--- config.mk ---
export PLATFORM = sky130hd
export DESIGN_NAME = matmul_unit
export DESIGN_NICKNAME = d
export VERILOG_FILES = /design/src/rtl/matmul_pkg.sv /design/src/rtl/matmul_dot.sv /design/src/rtl/matmul_unit.sv
export SDC_FILE = /design/constraint.sdc
export NUM_CORES = 2
export LEC_CHECK = 0
export ABC_AREA = 1
export BUFFER_PORTS_ARGS = -buffer_cell sky130_fd_sc_hd__buf_4
export CAP_MARGIN = 20
export CELL_PAD_IN_SITES_DETAIL_PLACEMENT = 1
export CELL_PAD_IN_SITES_GLOBAL_PLACEMENT = 2
export CORE_MARGIN = 1
export CORE_UTILIZATION = 25
export DETAILED_ROUTE_END_ITERATION = 8
export GPL_TIMING_DRIVEN = 0
export PLACE_DENSITY_LB_ADDON = 0.25
export SLEW_MARGIN = 10
export SYNTH_ARGS = -nofsm -noshare
export SYNTH_HDL_FRONTEND = slang
export SYNTH_SLANG_ARGS = --single-unit
--- constraint.sdc ---
create_clock -name clk -period 5.3 [get_ports clk]
set_input_delay 0.265 -clock clk [delete_from_list [all_inputs] [get_ports clk]]
set_output_delay 0.265 -clock clk [all_outputs]
set_load 0.01 [all_outputs]
--- src/rtl/matmul_pkg.sv ---
// Shared defaults, derived bus sizes and packing helpers for the matrix-multiply core.
package matmul_pkg;

  localparam int unsigned DEF_DATA_WIDTH = 8;
  localparam int unsigned DEF_ACC_WIDTH  = 16;
  localparam int unsigned DEF_ROW_LEN1   = 3;
  localparam int unsigned DEF_COL_LEN1   = 3;
  localparam int unsigned DEF_ROW_LEN2   = 3;
  localparam int unsigned DEF_COL_LEN2   = 3;

  localparam int unsigned MAT1_SIZE   = DEF_ROW_LEN1 * DEF_COL_LEN1 * DEF_DATA_WIDTH;
  localparam int unsigned MAT2_SIZE   = DEF_ROW_LEN2 * DEF_COL_LEN2 * DEF_DATA_WIDTH;
  localparam int unsigned RESULT_SIZE = DEF_ROW_LEN1 * DEF_COL_LEN2 * DEF_ACC_WIDTH;

  function automatic int unsigned elem_idx(int unsigned row, int unsigned col,
                                           int unsigned ncols);
    return row * ncols + col;
  endfunction

  // Row-major packing with element (0,0) in the MSBs.
  function automatic int unsigned elem_lsb(int unsigned size, int unsigned row,
                                           int unsigned col, int unsigned ncols,
                                           int unsigned width);
    return size - (elem_idx(row, col, ncols) + 1) * width;
  endfunction

endpackage

--- src/rtl/matmul_dot.sv ---
// Combinational unsigned dot product reduced to ACC_WIDTH.
// Clamps instead of truncating when MATMUL_SATURATE_EN is defined.
module matmul_dot
  import matmul_pkg::*;
#(
  parameter int unsigned DATA_WIDTH = DEF_DATA_WIDTH,
  parameter int unsigned ACC_WIDTH  = DEF_ACC_WIDTH,
  parameter int unsigned LEN        = DEF_COL_LEN1
) (
  input  logic [LEN*DATA_WIDTH-1:0] a_row,
  input  logic [LEN*DATA_WIDTH-1:0] b_col,
  output logic [ACC_WIDTH-1:0]      dot
);

  localparam int unsigned SUM_W = 2 * DATA_WIDTH + $clog2(LEN + 1);

  logic [SUM_W-1:0] sum;

  always_comb begin
    sum = '0;
    for (int k = 0; k < int'(LEN); k++) begin
      sum = sum + SUM_W'(a_row[(int'(LEN) - 1 - k) * int'(DATA_WIDTH) +: DATA_WIDTH])
                * SUM_W'(b_col[(int'(LEN) - 1 - k) * int'(DATA_WIDTH) +: DATA_WIDTH]);
    end
  end

  if (SUM_W > ACC_WIDTH) begin : g_reduce
`ifdef MATMUL_SATURATE_EN
    assign dot = (|sum[SUM_W-1:ACC_WIDTH]) ? '1 : sum[ACC_WIDTH-1:0];
`else
    logic unused_hi;
    assign unused_hi = ^sum[SUM_W-1:ACC_WIDTH];
    assign dot = sum[ACC_WIDTH-1:0];
`endif
  end else begin : g_widen
    assign dot = ACC_WIDTH'(sum);
  end

endmodule

--- src/rtl/matmul_unit.sv ---
// Two-stage pipelined C = A x B with all dot products in parallel.
// Optional MATMUL_SATURATE_EN clamps overflowing elements to all-ones.
module matmul_unit
  import matmul_pkg::*;
#(
  parameter int unsigned DATA_WIDTH = DEF_DATA_WIDTH,
  parameter int unsigned ACC_WIDTH  = DEF_ACC_WIDTH,
  parameter int unsigned ROW_LEN1   = DEF_ROW_LEN1,
  parameter int unsigned COL_LEN1   = DEF_COL_LEN1,
  parameter int unsigned ROW_LEN2   = DEF_ROW_LEN2,
  parameter int unsigned COL_LEN2   = DEF_COL_LEN2
) (
  input  logic                                      clk,
  input  logic                                      reset,
  input  logic                                      start,
  input  logic [ROW_LEN1*COL_LEN1*DATA_WIDTH-1:0]   Mat1_in,
  input  logic [ROW_LEN2*COL_LEN2*DATA_WIDTH-1:0]   Mat2_in,
  output logic [ROW_LEN1*COL_LEN2*ACC_WIDTH-1:0]    result,
  output logic                                      result_valid
);

  localparam int unsigned M1_W  = ROW_LEN1 * COL_LEN1 * DATA_WIDTH;
  localparam int unsigned M2_W  = ROW_LEN2 * COL_LEN2 * DATA_WIDTH;
  localparam int unsigned RES_W = ROW_LEN1 * COL_LEN2 * ACC_WIDTH;

  if (COL_LEN1 != ROW_LEN2) begin : g_bad_dims
    $error("matmul_unit: COL_LEN1 must equal ROW_LEN2");
  end

  logic [M1_W-1:0]  op1_q;
  logic [M2_W-1:0]  op2_q;
  logic             s1_valid_q;
  logic [RES_W-1:0] result_d;
  logic [RES_W-1:0] result_q;
  logic             result_valid_q;

  for (genvar r = 0; r < ROW_LEN1; r++) begin : g_row
    for (genvar c = 0; c < COL_LEN2; c++) begin : g_col
      logic [COL_LEN1*DATA_WIDTH-1:0] a_row;
      logic [COL_LEN1*DATA_WIDTH-1:0] b_col;

      // A rows are contiguous; B columns are gathered element by element.
      assign a_row = op1_q[elem_lsb(M1_W, r, COL_LEN1 - 1, COL_LEN1, DATA_WIDTH)
                           +: COL_LEN1*DATA_WIDTH];
      for (genvar k = 0; k < COL_LEN1; k++) begin : g_k
        assign b_col[(COL_LEN1-1-k)*DATA_WIDTH +: DATA_WIDTH] =
            op2_q[elem_lsb(M2_W, k, c, COL_LEN2, DATA_WIDTH) +: DATA_WIDTH];
      end

      matmul_dot #(
        .DATA_WIDTH(DATA_WIDTH),
        .ACC_WIDTH (ACC_WIDTH),
        .LEN       (COL_LEN1)
      ) u_dot (
        .a_row(a_row),
        .b_col(b_col),
        .dot  (result_d[elem_lsb(RES_W, r, c, COL_LEN2, ACC_WIDTH) +: ACC_WIDTH])
      );
    end
  end

  always_ff @(posedge clk or negedge reset) begin
    if (!reset) begin
      op1_q          <= '0;
      op2_q          <= '0;
      s1_valid_q     <= 1'b0;
      result_q       <= '0;
      result_valid_q <= 1'b0;
    end else begin
      if (start) begin
        op1_q <= Mat1_in;
        op2_q <= Mat2_in;
      end
      s1_valid_q <= start;
      if (s1_valid_q) begin
        result_q <= result_d;
      end
      result_valid_q <= s1_valid_q;
    end
  end

  assign result       = result_q;
  assign result_valid = result_valid_q;

endmodule

==> impl_results.md <==
* Crit path time final at 6.18 ns
* Fin crit share at 1.17
* Layout cells sized above 1 at 0.210
* Syn Inst Count at 9539
* Synth Warn # at 0
* Count leader, synth: inv_1
* Wire length per cell at 29.2 um
* 1st-iter DRT viols at 5209
* Max Clock Skew at 0.0328 ns
* Crit Path Class: reg2reg
* Tightest Hold Check Type: in2async
* Cell accounting for the most synthesized area: fa_1
* Area delta synth->final at 31.8%
* I/O pin total at 292
* GPL Wtd Cong at 0.937
* Syn_area_per_cell at 7.81 um^2
* Largest net degree at the start of global routing at 91
* Setup WS post-layout at -0.884 ns
* CTS max path bufs at 3
* Worst EP arrival at 6.76 ns
* Synth top area share at 0.382
* Die area at 300000 um^2
* Global-route wire length before repair at 567000 um
* Worst-margin pin slew at 1.02 ns
* Top cells by area, synth: fa_1 (38%), inv_1 (17%), ha_1 (14%)
* Endpoints failing setup at 103
* Skew-Pair Late Insertion Delay at 0.72 ns
* Top_reg_cell synth: dfrtp_1
* Final hold vios at 0
* Row cnt at 200
* Failing checks: design-rule violations, negative setup slack
* CTS tree: yes
* Final ANT Viol Nets at 0
* DRC errors left at 6
* Max-cap violations at 0
* Critical Path RT at 5.88 ns
* Yosys reg bits at 290
* Core area at 297000 um^2
* Maximum fanout along the worst path at 8
* Synth cell count leaders: inv_1 (3351), nand2_1 (2433), fa_1 (1422)
* Sequential area share after synthesis at 0.0974
* Yosys cell types at 31
* Via count at 63408
* EDFF count, synth at 0
* Post-Syn Nets at 11927
* Placed cell areas at 84400 um^2
* Drt pass-1 iters at 9
* Sink Count at 290
* Synthesized area at 74500 um^2
* Routed wire length at 420000 um
* Outcome: finished, violations left
* Die Ht at 548 um
* Initial antenna violation count at 28
* Number of global-route vias before repair at 67004
* Nets at 12789
* RSZ-0062 raised after global routing: true
* Rel. slew slack at 0.318
* Final Max Tran Viols at 0
* DIE WIDTH at 548 um
* Post-Layout Inst Area at 98200 um^2
* # fillers at 35008
* Crit. End Element: flop
* Number of H-tree levels at 2
* Clk slew on worst S/H paths at 0.08 ns
* Startpoint Class: flop
* Num CTS Buffers at 44
* Synth async-reset ratio at 1.00
* CTS root buf: clkbuf_16
* Vias per cell at 4.41
* Global Route Usage Sum at 0.280
* I/O Buffers at 291
* DP Wirelength at 323000 um
* Fmax at 0.162 GHz
* Starting Density at 0.251
* Grt total ovfl at 0
==> flip-flops by register name (all words and copies together) (netlist names) <==
register and flops:
op1_q 72, result_valid 1, s1_valid_q 1, result 144, op2_q 72
==> stage by stage <==
stage          std cells  TNS, ns   util  hold WS, ns  worst slack (ns)
2_1_floorplan       9539  -0.0470      -      -0.0306           -0.0184
3_3_place_gp       13769  -229.86  0.283        0.449             -2.84
3_5_place_dp       13797  -170.77  0.284        0.192             -2.60
4_1_cts            14260   -59.73  0.323      0.00233            -0.865
5_1_grt            14378   -79.32  0.331       0.0616             -1.06
6_report           14388   -61.15  0.331       0.0604            -0.884
==> placed cells by master (no fill, tap or decap), types with 144 or more instances in the layout <==
cell	instances
fa_1	1287
nand2_1	2279
dfrtp_1	228
dlygate4sd3_1	146
ha_1	736
buf_4	605
inv_1	3204
mux2_2	144
clkbuf_16	243
inv_2	147
==> final timing paths <==
kind                             start            to  slack (ns)  cells past startpoint
min in group clk           Mat2_in[11]     op2_q[11]        0.32                      3
min reg2reg                 s1_valid_q  result_valid        0.46                      0
min                              reset      op2_q[8]        0.06                      2
max reg2reg                  op1_q[12]    result[47]       -0.88                     24
max in group asynchronous        reset     op1_q[58]        3.67                      4
max                          op1_q[12]    result[47]       -0.88                     24
==> final cells by class <==
class / count / area, um^2 / area share
Antenna cell: 12 / 30.0 / 0.000306
Buffer: 414 / 7400 / 0.0754
Clock buffer: 57 / 1230 / 0.0125
Clock inverter: 25 / 347 / 0.00353
Inverter: 3354 / 12600 / 0.128
Multi-Input combinational cell: 5416 / 56100 / 0.571
Sequential cell: 290 / 7400 / 0.0753
Tap cell: 3939 / 4930 / 0.0502
Timing Repair Buffer: 881 / 8170 / 0.0832
==> critical path, stage by stage (launching register included) <==
cell and delay (ns):
dfrtp_4 0.59, clkbuf_16 0.24, nand2_1 0.07, inv_1 0.04, fa_1 0.45, fa_1 0.49
inv_1 0.05, fa_1 0.49, inv_1 0.06, fa_1 0.53, fa_2 0.49, fa_1 0.50
inv_1 0.08, fa_2 0.66, inv_1 0.12, ha_4 0.32, nand2_1 0.12, nor2_1 0.16
nand2_1 0.08, nor2_2 0.13, nor2_2 0.05, inv_1 0.05, nand2_1 0.05, nand3_2 0.12
nand2_1 0.07
==> timing repair <==
action / in CTS / in global routing
endpoints found under the hold margin: 352 / 0
hold buffers: 146 / 0
cloned: 11 / 2
resized for setup: 1198 / 451
buffers inserted: 289 / 115
setup endpoints to repair: 117 / 108
pin swaps: 306 / 384
==> kinds of logic after synthesis <==
family	after synthesis	synth area share
AOI/OAI and AO/OA	195	0.0150
xor gates and xnor gates	57	0.00670
adders and majority gates	2241	0.519
buffers and inverters	3833	0.194
DFF	290	0.0974
muxes	144	0.0218
and+or+nand+nor	2779	0.145
==> per-layer routing <==
layer	track usage	vias up	wire length [um]
met5	0	-	102
met4	0.0913	14	18200
met3	0.0554	324	31800
met2	0.404	2039	169000
met1	0.413	32904	200000
li1	-	28127	-
Power is not shown: default switching activity piles up to over one toggle a cycle in this logic, so the estimate is an artifact.
